[config.mk]
export PLATFORM = sky130hd
export DESIGN_NAME = gen_arb_rr_burst_ctrl
export DESIGN_NICKNAME = d
export VERILOG_FILES = /design/src/rtl/gen_arb_rr_burst_ctrl.sv
export SDC_FILE = /design/constraint.sdc
export NUM_CORES = 1
export LEC_CHECK = 0
export ABC_AREA = 1
export CORE_MARGIN = 5
export CORE_UTILIZATION = 50
export DETAILED_ROUTE_END_ITERATION = 10
export GPL_TIMING_DRIVEN = 0
export PLACE_DENSITY_LB_ADDON = 0.25
export RECOVER_POWER = 50
export REMOVE_ABC_BUFFERS = 1
export SLEW_MARGIN = 40
export SYNTH_ARGS = -nofsm -noshare
export SYNTH_HDL_FRONTEND = slang
export SYNTH_SLANG_ARGS = --single-unit
[constraint.sdc]
create_clock -name clk -period 1.9 [get_ports clk]
set_clock_uncertainty 0.1 [all_clocks]
set_input_delay 0.285 -clock clk [delete_from_list [all_inputs] [get_ports clk]]
set_output_delay 0.285 -clock clk [all_outputs]
set_load 0.005 [all_outputs]
[src/rtl/gen_arb_rr_burst_ctrl.sv]
// Round-robin burst arbiter.
// One of WID requesters owns the downstream resource for a whole burst.
// The grant is one-hot and registered. A tenure ends on a last beat, when
// the beat cap is reached, or when the owner withdraws its request. Exactly
// one dead IDLE cycle follows every tenure, and re-arbitration happens in
// that cycle, starting from the requester just above the previous owner.
module gen_arb_rr_burst_ctrl #(
    parameter int WID       = 4,
    parameter int MAX_BURST = 8,
    parameter int CNT_W     = $clog2(MAX_BURST + 1),
    parameter int IDX_W     = $clog2(WID)
) (
    input  logic             clk,
    input  logic             rst_n,
    input  logic [WID-1:0]   rqsts,
    input  logic             xfer,
    input  logic             last,
    output logic [WID-1:0]   grnts,
    output logic             gnt_vld,
    output logic [IDX_W-1:0] owner_idx,
    output logic [CNT_W-1:0] beat_cnt,
    output logic             err
);

    typedef enum logic {
        IDLE = 1'b0,
        OWN  = 1'b1
    } state_t;

    state_t           state_reg;
    logic [WID-1:0]   grnts_reg;
    logic             gnt_vld_reg;
    logic [IDX_W-1:0] owner_idx_reg;
    logic [CNT_W-1:0] beat_cnt_reg;
    logic [IDX_W-1:0] ptr_reg;
    logic             err_reg;

    logic             sel_found;
    logic [IDX_W-1:0] sel_idx;
    logic [WID-1:0]   sel_onehot;
    logic             owner_req;
    logic             cap_hit;
    logic             tenure_end;
    logic             err_cond;

    // Rotating-priority pick: first requester after the pointer, with wrap.
    always_comb begin
        int               cand;
        logic [IDX_W-1:0] cand_idx;
        sel_found = 1'b0;
        sel_idx   = '0;
        cand      = 0;
        cand_idx  = '0;
        for (int i = 1; i <= WID; i++) begin
            cand     = (int'(ptr_reg) + i) % WID;
            cand_idx = IDX_W'(cand);
            if (!sel_found && rqsts[cand_idx]) begin
                sel_found = 1'b1;
                sel_idx   = cand_idx;
            end
        end
    end

    // Decode the selected index into the one-hot grant pattern.
    generate
        for (genvar gi = 0; gi < WID; gi++) begin : g_onehot
            assign sel_onehot[gi] = (sel_idx == IDX_W'(gi));
        end
    endgenerate

    // The owner's request is looked up from the registered index, so
    // other requesters can never pre-empt the current tenure.
    assign owner_req  = rqsts[owner_idx_reg];
    assign cap_hit    = (beat_cnt_reg == CNT_W'(MAX_BURST - 1));
    assign tenure_end = (xfer && last) || (xfer && cap_hit) || !owner_req;
    // A beat with no owner, or a last flag with no beat, is a protocol error.
    assign err_cond   = (state_reg == IDLE) ? xfer : (last && !xfer);

    // Arbitration FSM with registered grant, owner, beat counter and error.
    always_ff @(posedge clk) begin
        if (!rst_n) begin
            state_reg     <= IDLE;
            grnts_reg     <= '0;
            gnt_vld_reg   <= 1'b0;
            owner_idx_reg <= '0;
            beat_cnt_reg  <= '0;
            ptr_reg       <= IDX_W'(WID - 1);
            err_reg       <= 1'b0;
        end else begin
            err_reg <= err_reg | err_cond;
            case (state_reg)
                IDLE: begin
                    if (sel_found) begin
                        state_reg     <= OWN;
                        grnts_reg     <= sel_onehot;
                        gnt_vld_reg   <= 1'b1;
                        owner_idx_reg <= sel_idx;
                        beat_cnt_reg  <= '0;
                    end
                end
                OWN: begin
                    if (tenure_end) begin
                        state_reg    <= IDLE;
                        grnts_reg    <= '0;
                        gnt_vld_reg  <= 1'b0;
                        ptr_reg      <= owner_idx_reg;
                        beat_cnt_reg <= '0;
                    end else if (xfer) begin
                        beat_cnt_reg <= beat_cnt_reg + CNT_W'(1);
                    end
                end
                default: begin
                    state_reg   <= IDLE;
                    grnts_reg   <= '0;
                    gnt_vld_reg <= 1'b0;
                end
            endcase
        end
    end

    assign grnts     = grnts_reg;
    assign gnt_vld   = gnt_vld_reg;
    assign owner_idx = owner_idx_reg;
    assign beat_cnt  = beat_cnt_reg;
    assign err       = err_reg;

endmodule

======== Word-level counts from Yosys, hierarchy flattened ========
Index checks and enable logic that the tools add are counted.
operators by class
  $add $sub $neg .......................... 5
  $lt $le $gt $ge ......................... 5
  equality and inequality tests ........... 7
  mux-type cells .......................... 32
  bitwise operators ....................... 2
  reduce and logical (&&, ||, !) cells .... 18
operator list
  kind                 number
  $mux 4               5
  $pmux 4 s2           2
  $lt 2x3->1 const B   5
  $mux 1               14
  $bmux 1 s2           5
  $mux 2               4
  $reduce_and 2->1     4
  $logic_and 1x1->1    6
  $logic_not 1->1      5
  $add 2x1->2 const B  2
  $add 2x2->2 const B  2
  $add 4x1->4 const B  1
  $eq 2x2->1 const B   2
  $eq 4x3->1 const B   1
  $pmux 1 s2           2
  $ne 3x2->1 const B   1
  $eq 2x1->1 const B   1
  $logic_not 2->1      1
  $logic_or 1x1->1     2
  $ne 2x1->1 const B   1
  $ne 2x2->1 const B   1
  $not 1->1            1
  $or 1x1->1           1
word-level totals
  flip-flop bits (word level) ............. 15
  input port bits ......................... 8
  output and inout port bits .............. 12
  logic and storage cells ................. 76

======== Logic depth before layout (Yosys ltp) ========
Gate-level depths: netlist of the first run.
  word-level depth ........................ 16
  depth in mapped cells ................... 13
  mapped depth without buffers ............ 12

======== Least setup slack after synthesis of the first run ========
OpenSTA, ideal clock, no wires.
  path kind ............................... register to register
  start point ............................. register beat_cnt_reg[0], in the netlist beat_cnt[0]
  end point ............................... register grnts_reg[0], in the netlist grnts[0]
  setup time .............................. 114 ps
  data arrival time ....................... 1,354 ps
  data required time ...................... 1,686 ps
  setup slack ............................. 332 ps
  cell stages (with the launch flop) ...... 11
  path buffers ............................ 0
  period minus slack after synthesis ...... 1,568 ps
  cells stage by stage .................... dfxtp_1 > ha_1 > nand2_1 > o21ai_0 > nand2_1 > nand2_1 > nand2_1 > nand3_4 > clkinv_2 > nand2_1 > nand2_1
on the way
  word-level cells in the longest chain between the ends .. 6
ends and longest elaborated chain
  item                               RTL line  RTL
  start, declared                    34        logic [CNT_W-1:0] beat_cnt_reg;
  start signal, assigned             109       beat_cnt_reg <= beat_cnt_reg + CNT_W'(1);
  $eq 4x3->1                         74        assign cap_hit = (beat_cnt_reg == CNT_W'(MAX_BURST - 1));
  $logic_and 1x1->1                  75        assign tenure_end = (xfer && last) || (xfer && cap_hit) || !owner_req;
  $logic_or 1x1->1 (2 in a row)      75
  $ne 2x1->1 (no source line)        -
  $reduce_and 2->1 (no source line)  -
  end signal, assigned               95        grnts_reg <= sel_onehot;
  end, declared                      31        logic [WID-1:0] grnts_reg;
Every way passes these cells.
A chain may end at the register's enable or synchronous reset.

======== Worst setup path after layout of the first run ========
  start point ............................. register ptr_reg[0]
  end point ............................... register owner_idx_reg[0], in the netlist owner_idx[0]
on the way
  word-level cells in the longest chain between the ends .. 14
  elaborated cells on any way between the ends .. 27
  those cells by class .................... 4 x add/sub; 16 x mux; 7 x reduce/logical
ends and longest elaborated chain
  item                               RTL line  RTL
  start, declared                    35        logic [IDX_W-1:0] ptr_reg;
  start signal, assigned             87        ptr_reg <= IDX_W'(WID - 1);
  start signal, assigned             106       ptr_reg <= owner_idx_reg;
  $add 2x1->2                        55        cand = (int'(ptr_reg) + i) % WID;
  $bmux 1 s2                         57        if (!sel_found && rqsts[cand_idx]) begin
  $mux 1 (not written as such)       57
  $mux 1                             57
  $logic_not 1->1                    57
  $logic_and 1x1->1                  57
  $mux 1                             57
  $logic_not 1->1                    57
  $logic_and 1x1->1                  57
  $mux 1                             57
  $logic_not 1->1                    57
  $logic_and 1x1->1                  57
  $mux 1                             57
  $reduce_and 2->1 (no source line)  -
  end signal, assigned               97        owner_idx_reg <= sel_idx;
  end, declared                      33        logic [IDX_W-1:0] owner_idx_reg;
Parallel ways exist; a longest one is shown, timed or not. The select of a mux whose other input is x is not followed.

==> metrics.md, run 1 <==
| Metric | Value |
|---|---|
| Initial antenna violation count | `0` |
| R2R Setup Slk | `200 ps` |
| CP endpoint kind | `register` |
| HP Class | `reg2reg` |
| Max Root-Sink Buffers | `2` |
| Layout net count | `~190` |
| Synthesized flop and latch total | `15` |
| # diodes | `0` |
| Final WS setup | `205 ps` |
| Die Y-Extent | `55.6 um` |
| Finished Core Util | `64.5%` |
| Commonest non-fill, non-tap cell in the layout | `nand2_1` |
| Vias per cell | `a little under 5` |
| Maximum vdd drop | `0.000793 V` |
| Final Power | `0.00172 W` |
| RSZ-0062 raised after global routing | `no` |
| Critical path class | `reg2reg` |
| Total wire length | `roughly 2000 um` |
| Mapped Cells | `156` |
| Hold Vio Cnt, Final | `0` |
| Drt drc | `0` |
| Total area of multi-input combinational cells | `637 um^2` |
| First-pass GRT wire length | `3750 um` |
| Clk Latency, worst-skew pair | `280 ps` |
| Fillers | `between 150 and 200` |
| Post-synthesis sequential area ratio | `28.9%` |
| Max Clk Rate | `between 500 and 600 MHz` |
| Pleak | `0.642 nW` |
| Vias in the first global route | `~920` |
| DR iter-0 viols | `10` |
| Final setup viols | `0` |
| Outcome | `finished, final reports clean` |
| Placed insts | `approximately 200` |
| RePlAce Congestion | `~0.87` |
| PwrDens | `1360 nW/um^2` |
| Gr usage total | `14.6%` |
| Initial Utilization | `52.9%` |
| Die W | `55.6 um` |
| CTS HTree Levels | `1` |
| Max-slew headroom | `roughly 73%` |
| YS warnings | `0` |
| Grt ovf | `0` |
| Syn Area/Cell | `approximately 6.7 um^2` |
| Post-synth EDFFs | `0` |
| Reg area | `302 um^2` |
| Detailed-route via count | `1004` |
| TritonRoute pass-1 iters | `4` |
| Mapped Area | `1040 um^2` |
| Ys async rst share | `0%` |
| Core Rows | `16` |
| I/O pins | `20` |
| Min Clock Period, post-route | `1700 ps` |
| DP HPWL | `1650 um` |
| Most frequent cells in the layout | `nand2_1 (55), inv_1 (15), dfxtp_1 (14)` |
| Drt wl/cell | `around 9.9 um` |
| Worst hold slack | `347 ps` |
| Max-slew violation count | `0` |
| Antenna Nets Post-Route | `0` |
| Largest net degree at the start of global routing | `12` |
| CTS tree | `built` |
| Final Cycle Share | `89.2%` |
| Max Cap Viol | `0` |
| Main synth FF type | `dfxtp_1` |
| Pre-CTS setup slack | `-58.2 ps` |
| Distinct cells, synth | `28` |
| Final cell count without fillers | `203` |
| TritonCTS Buffers | `3` |
| Worst path required time | `1980 ps` |
| Die area | `just over 3000 um^2` |
| Worst setup SP type | `register` |
| Num Clock Sinks | `15` |
| CP Data Arrival Time | `1780 ps` |
| IO Port Bufs | `19` |
| Clock root cell | `clkbuf_4` |
| CTS clk-pin slew, worst paths | `80 ps` |
| Core Box Area | `1960 um^2` |
| Area growth syn-to-layout | `21.9%` |
| CP Max Fanout | `11` |
| Ratio of cells with drive above 1 in the final layout | `17.0%` |
| Worst Tran Pin Value | `399 ps` |
per-layer routing:
layer  up-vias  GRT usage [%]  part of all wire (%)
met4         0           2.08                  0.35
met2        16           24.7                    48
met3         2           4.87                   4.5
met5         -              0                     0
li1        535              -                     -
met1       451           18.2                    47
synthesized netlist by cell type, types with 2 or more instances:
cell	instances	area (um^2)
nand2_1	56	210
dfxtp_1	15	300
inv_1	15	56.3
nand3_1	13	65.1
nor2_1	9	33.8
nand2_2	8	50.1
a21oi_1	7	35.0
inv_2	4	15.0
nand4_1	3	18.8
a21oi_2	2	17.5
buf_6	2	22.5
nand2_4	2	22.5
nand3_4	2	35.0
nor3_1	2	10.0
o211ai_1	2	15.0
o21ai_0	2	10.0
repair_timing:
action	in CTS	in global routing
hold buffers	0	0
endpoints found under the setup margin	0	11
setup buffers	0	0
resized for setup	0	2
worst max-delay path, cell delays in order (launching register included):
cell	delay (ps)
dfxtp_2	450
inv_2	120
nand2_1	80
nand2_1	70
nand2_1	90
nand2_2	90
nor2_8	160
nand3_4	80
nand2_4	100
inv_2	70
o21ai_1	110
nor2_1	50
layout make-up:
cell class / count / area share (%)
clock buffer: 3 / 1.78
timing repair buffer: 19 / 15.0
tap: 27 / 2.67
clock inverter: 1 / 0.395
inverter: 20 / 6.03
multi-input combinational: 118 / 50.3
sequential: 15 / 23.8
power by group:
group / leakage [nW] / switching (W) / internal (W)
registers: 0.123 / 0.000112 / 0.000414
clock network: 0.0177 / 0.0000988 / 0.0000782
logic: 0.501 / 0.000616 / 0.000405
logic make-up (layout without fill, tap and decap cells):
group	after synthesis	after routing	share of synthesized area, %
xor+xnor	2	2	1.69
compound gates	14	14	7.95
buf+inv	23	43	10.0
simple gates	101	101	50.2
flops	15	15	28.9
fa+ha+maj	1	1	1.20
path summary, 6_finish.rpt:
path         cells past startpoint        from            to
min                              2    grnts[1]      grnts[1]
min reg2reg                      2    grnts[1]      grnts[1]
max reg2reg                     11  ptr_reg[0]  owner_idx[0]
max                             11  ptr_reg[0]  owner_idx[0]
per-stage QoR:
stage | cell area (um^2) | TNS (ps)
after floorplan | 1010 | 0
after global placement | 1230 | -95.7
after detailed placement | 1230 | -272
after CTS | 1260 | 0
after global routing | 1270 | 0
final | 1270 | 0
Power figures use the tool's default switching activity.
==> run 2: changes to the inputs <==
--- a/config.mk
+++ b/config.mk
@@ -9,7 +9,6 @@
 export CORE_MARGIN = 5
 export CORE_UTILIZATION = 50
 export DETAILED_ROUTE_END_ITERATION = 10
-export GPL_TIMING_DRIVEN = 0
 export PLACE_DENSITY_LB_ADDON = 0.25
 export RECOVER_POWER = 50
 export REMOVE_ABC_BUFFERS = 1
==> metrics.md, run 2 (synthesis gave the netlist of run 1 again) <==
| Metric | Value |
|---|---|
| Outcome | `finished, final reports clean (unchanged)` |
| R2R Setup Slk | `260 ps (was 200 ps)` |
| Pre-CTS setup slack | `-45.5 ps (was -58.2 ps)` |
| Finished layout cell area | `1290 um^2 (was 1270 um^2)` |
| Max-slew headroom | `71.9% (was 73.3%)` |
| Grt ovf | `0 (unchanged)` |
| Max Clk Rate | `586 MHz (was 590 MHz)` |
| Maximum vdd drop | `0.000929 V (was 0.000793 V)` |
| Die area | `3090 um^2 (unchanged)` |
| IO Port Bufs | `19 (unchanged)` |
| Reg-to-reg endpoint | `grnts[0] (was owner_idx[0])` |
| Critical path class | `reg2out (was reg2reg)` |
| CP delay by family, top | `buffers and inverters (was simple AND/OR/NAND/NOR gates)` |
| Initial Utilization | `52.9% (unchanged)` |
| WHS Path Cells | `2 (unchanged)` |
| Max incr delay on CP | `550 ps (was 450 ps)` |
| CP Max Fanout | `7 (was 11)` |
| Antenna Nets Post-Route | `0 (unchanged)` |
| CP Data Arrival Time | `1320 ps (was 1780 ps)` |
| Initial antenna violation count | `0 (unchanged)` |
| Detailed-route via count | `1009 (was 1004)` |
| FF-to-FF path depth | `10 (was 11)` |
| Setup Buffers After CTS | `0 (unchanged)` |
| Final Cycle Share | `89.8% (was 89.2%)` |
| Sum Neg Setup Slack | `0 ps (unchanged)` |
| Hold Vio Cnt, Final | `0 (unchanged)` |
| Min Clock Period, post-route | `1710 ps (was 1700 ps)` |
| Final cell count without fillers | `206 (was 203)` |
| Drt drc | `0 (unchanged)` |
| Most frequent cells in the layout | `nand2_1 (55), inv_1 (15), dfxtp_1 (15) (was nand2_1 (55), inv_1 (15), dfxtp_1 (14))` |
| Gr usage total | `15.3% (was 14.6%)` |
| CTS tree | `built (unchanged)` |
| Critical path buffer and inverter count | `1 (was 2)` |
| DR iter-0 viols | `12 (was 10)` |
| Placed Area | `1260 um^2 (was 1230 um^2)` |
| Worst flop-to-flop path startpoint | `beat_cnt[0] (was ptr_reg[0])` |
| Vias per cell | `4.90 (was 4.95)` |
| CP endpoint kind | `output port (was register)` |
| CP max stage cell | `clkdlybuf4s50_1 (was dfxtp_2)` |
| Placed insts | `202 (was 199)` |
| Ratio of cells with drive above 1 in the final layout | `17.9% (was 17.0%)` |
| Cell Chain, Critical Path | `clkdlybuf4s50_1 (was inv_2 -> nand2_1 -> nand2_1 -> nand2_1 -> nand2_2 -> nor2_8 -> nand3_4 -> nand2_4 -> inv_2 -> o21ai_1 -> nor2_1)` |
| Total wire length | `2150 um (was 2000 um)` |
| Worst path required time | `1510 ps (was 1980 ps)` |
| CTS clk-pin slew, worst paths | `100 ps (was 80 ps)` |
| I/O pins | `20 (unchanged)` |
| Largest net degree at the start of global routing | `11 (was 12)` |
| Worst setup SP type | `register (unchanged)` |
| Num Clock Sinks | `15 (unchanged)` |
| Layout net count | `189 (was 186)` |
| TritonRoute pass-1 iters | `4 (unchanged)` |
| First-pass GRT wire length | `3880 um (was 3750 um)` |
| Max-slew violation count | `0 (unchanged)` |
| Worst hold slack | `349 ps (was 347 ps)` |
| HP Class | `reg2reg (unchanged)` |
| Core Box Area | `1960 um^2 (unchanged)` |
| Hold Path End | `grnts[1] (unchanged)` |
| Hold_sp | `grnts[1] (unchanged)` |
| Max Root-Sink Buffers | `2 (unchanged)` |
| Drt wl/cell | `10.4 um (was 9.85 um)` |
| Vias in the first global route | `981 (was 917)` |
| CTS HTree Levels | `1 (unchanged)` |
| Worst Tran Pin Value | `421 ps (was 399 ps)` |
| Max Cap Viol | `0 (unchanged)` |
| Final WS setup | `193 ps (was 205 ps)` |
| Die Y-Extent | `55.6 um (unchanged)` |
| Pleak | `0.656 nW (was 0.642 nW)` |
| Clk Latency, worst-skew pair | `290 ps (was 280 ps)` |
| Clock root cell | `clkbuf_4 (unchanged)` |
| PwrDens | `1390 nW/um^2 (was 1360 nW/um^2)` |
| RSZ-0062 raised after global routing | `no (unchanged)` |
| Core Rows | `16 (unchanged)` |
| # diodes | `0 (unchanged)` |
| Die W | `55.6 um (unchanged)` |
| RePlAce Congestion | `0.867 (was 0.868)` |
| Commonest non-fill, non-tap cell in the layout | `nand2_1 (unchanged)` |
| Area growth syn-to-layout | `24.0% (was 21.9%)` |
| DP HPWL | `1740 um (was 1650 um)` |
| Final setup viols | `0 (unchanged)` |
| TritonCTS Buffers | `3 (unchanged)` |
## run 2: cell types whose count changed in the layout (fill, tap and decap cells not counted)
cell | previous run | this run
buf_4 | 0 | 3
dfxtp_2 | 1 | 0
dfxtp_1 | 14 | 15
## run 2: final cells by class
type / instances / area [um^2]
Clock buffer: 3 / 22.5
Fill cell: 185 / 674
Clock inverter: 1 / 5.00
Tap cell: 27 / 33.8
Multi-Input combinational cell: 118 / 637
Sequential cell: 15 / 300
Timing Repair Buffer: 22 / 213
Inverter: 20 / 76.3
## run 2: tightest hold or removal path, cell delays in order (launching register included)
cell and delay, ps:
dfxtp_1 320, nand2_1 60, nand2_1 40
## run 2: worst max path at each step
stage                  from      endpoint  slack (ps)  depth (start not counted)
5_1_grt         beat_cnt[0]      grnts[2]          60                         10
6_report       owner_idx[0]  owner_idx[0]         190                          1
3_3_place_gp       rqsts[3]      grnts[0]          20                         12
3_5_place_dp       rqsts[3]      grnts[0]         -50                         12
2_1_floorplan    ptr_reg[0]       gnt_vld         290                         11
4_1_cts         beat_cnt[0]      grnts[0]         150                         10
## run 2: repair_timing
action                     CTS  global route
gates resized for setup      0             1
setup endpoints to repair    0             4
hold buffers                 0             0
## run 2: metrics by stage
| step | power (W) | utilization, % |
|---|---|---|
| finish | 0.00178 | 65.6 |
| global route | 0.00197 | 65.6 |
| CTS | 0.00183 | 65.5 |
| detailed placement | 0.00163 | 64.1 |
| global placement | 0.00161 | 64.1 |
| floorplan | 0.00128 | - |
## run 2: report_power, final
| group | total (W) | internal (W) | switching (W) |
|---|---|---|---|
| Sequential | 0.000503 | 0.000412 | 0.0000910 |
| Clock | 0.000184 | 0.0000783 | 0.000106 |
| Combinational | 0.00110 | 0.000436 | 0.000661 |
| Total | 0.00178 | 0.000927 | 0.000858 |
## run 2: metal layers
layer	up-vias	wire [um]	global-route usage, %	share of wire [%]
li1	542	-	-	-
met1	449	969	17.0	45
met2	16	1090	26.9	51
met3	2	79	5.10	3.7
met4	0	12	5.56	0.56
met5	-	0	0	0
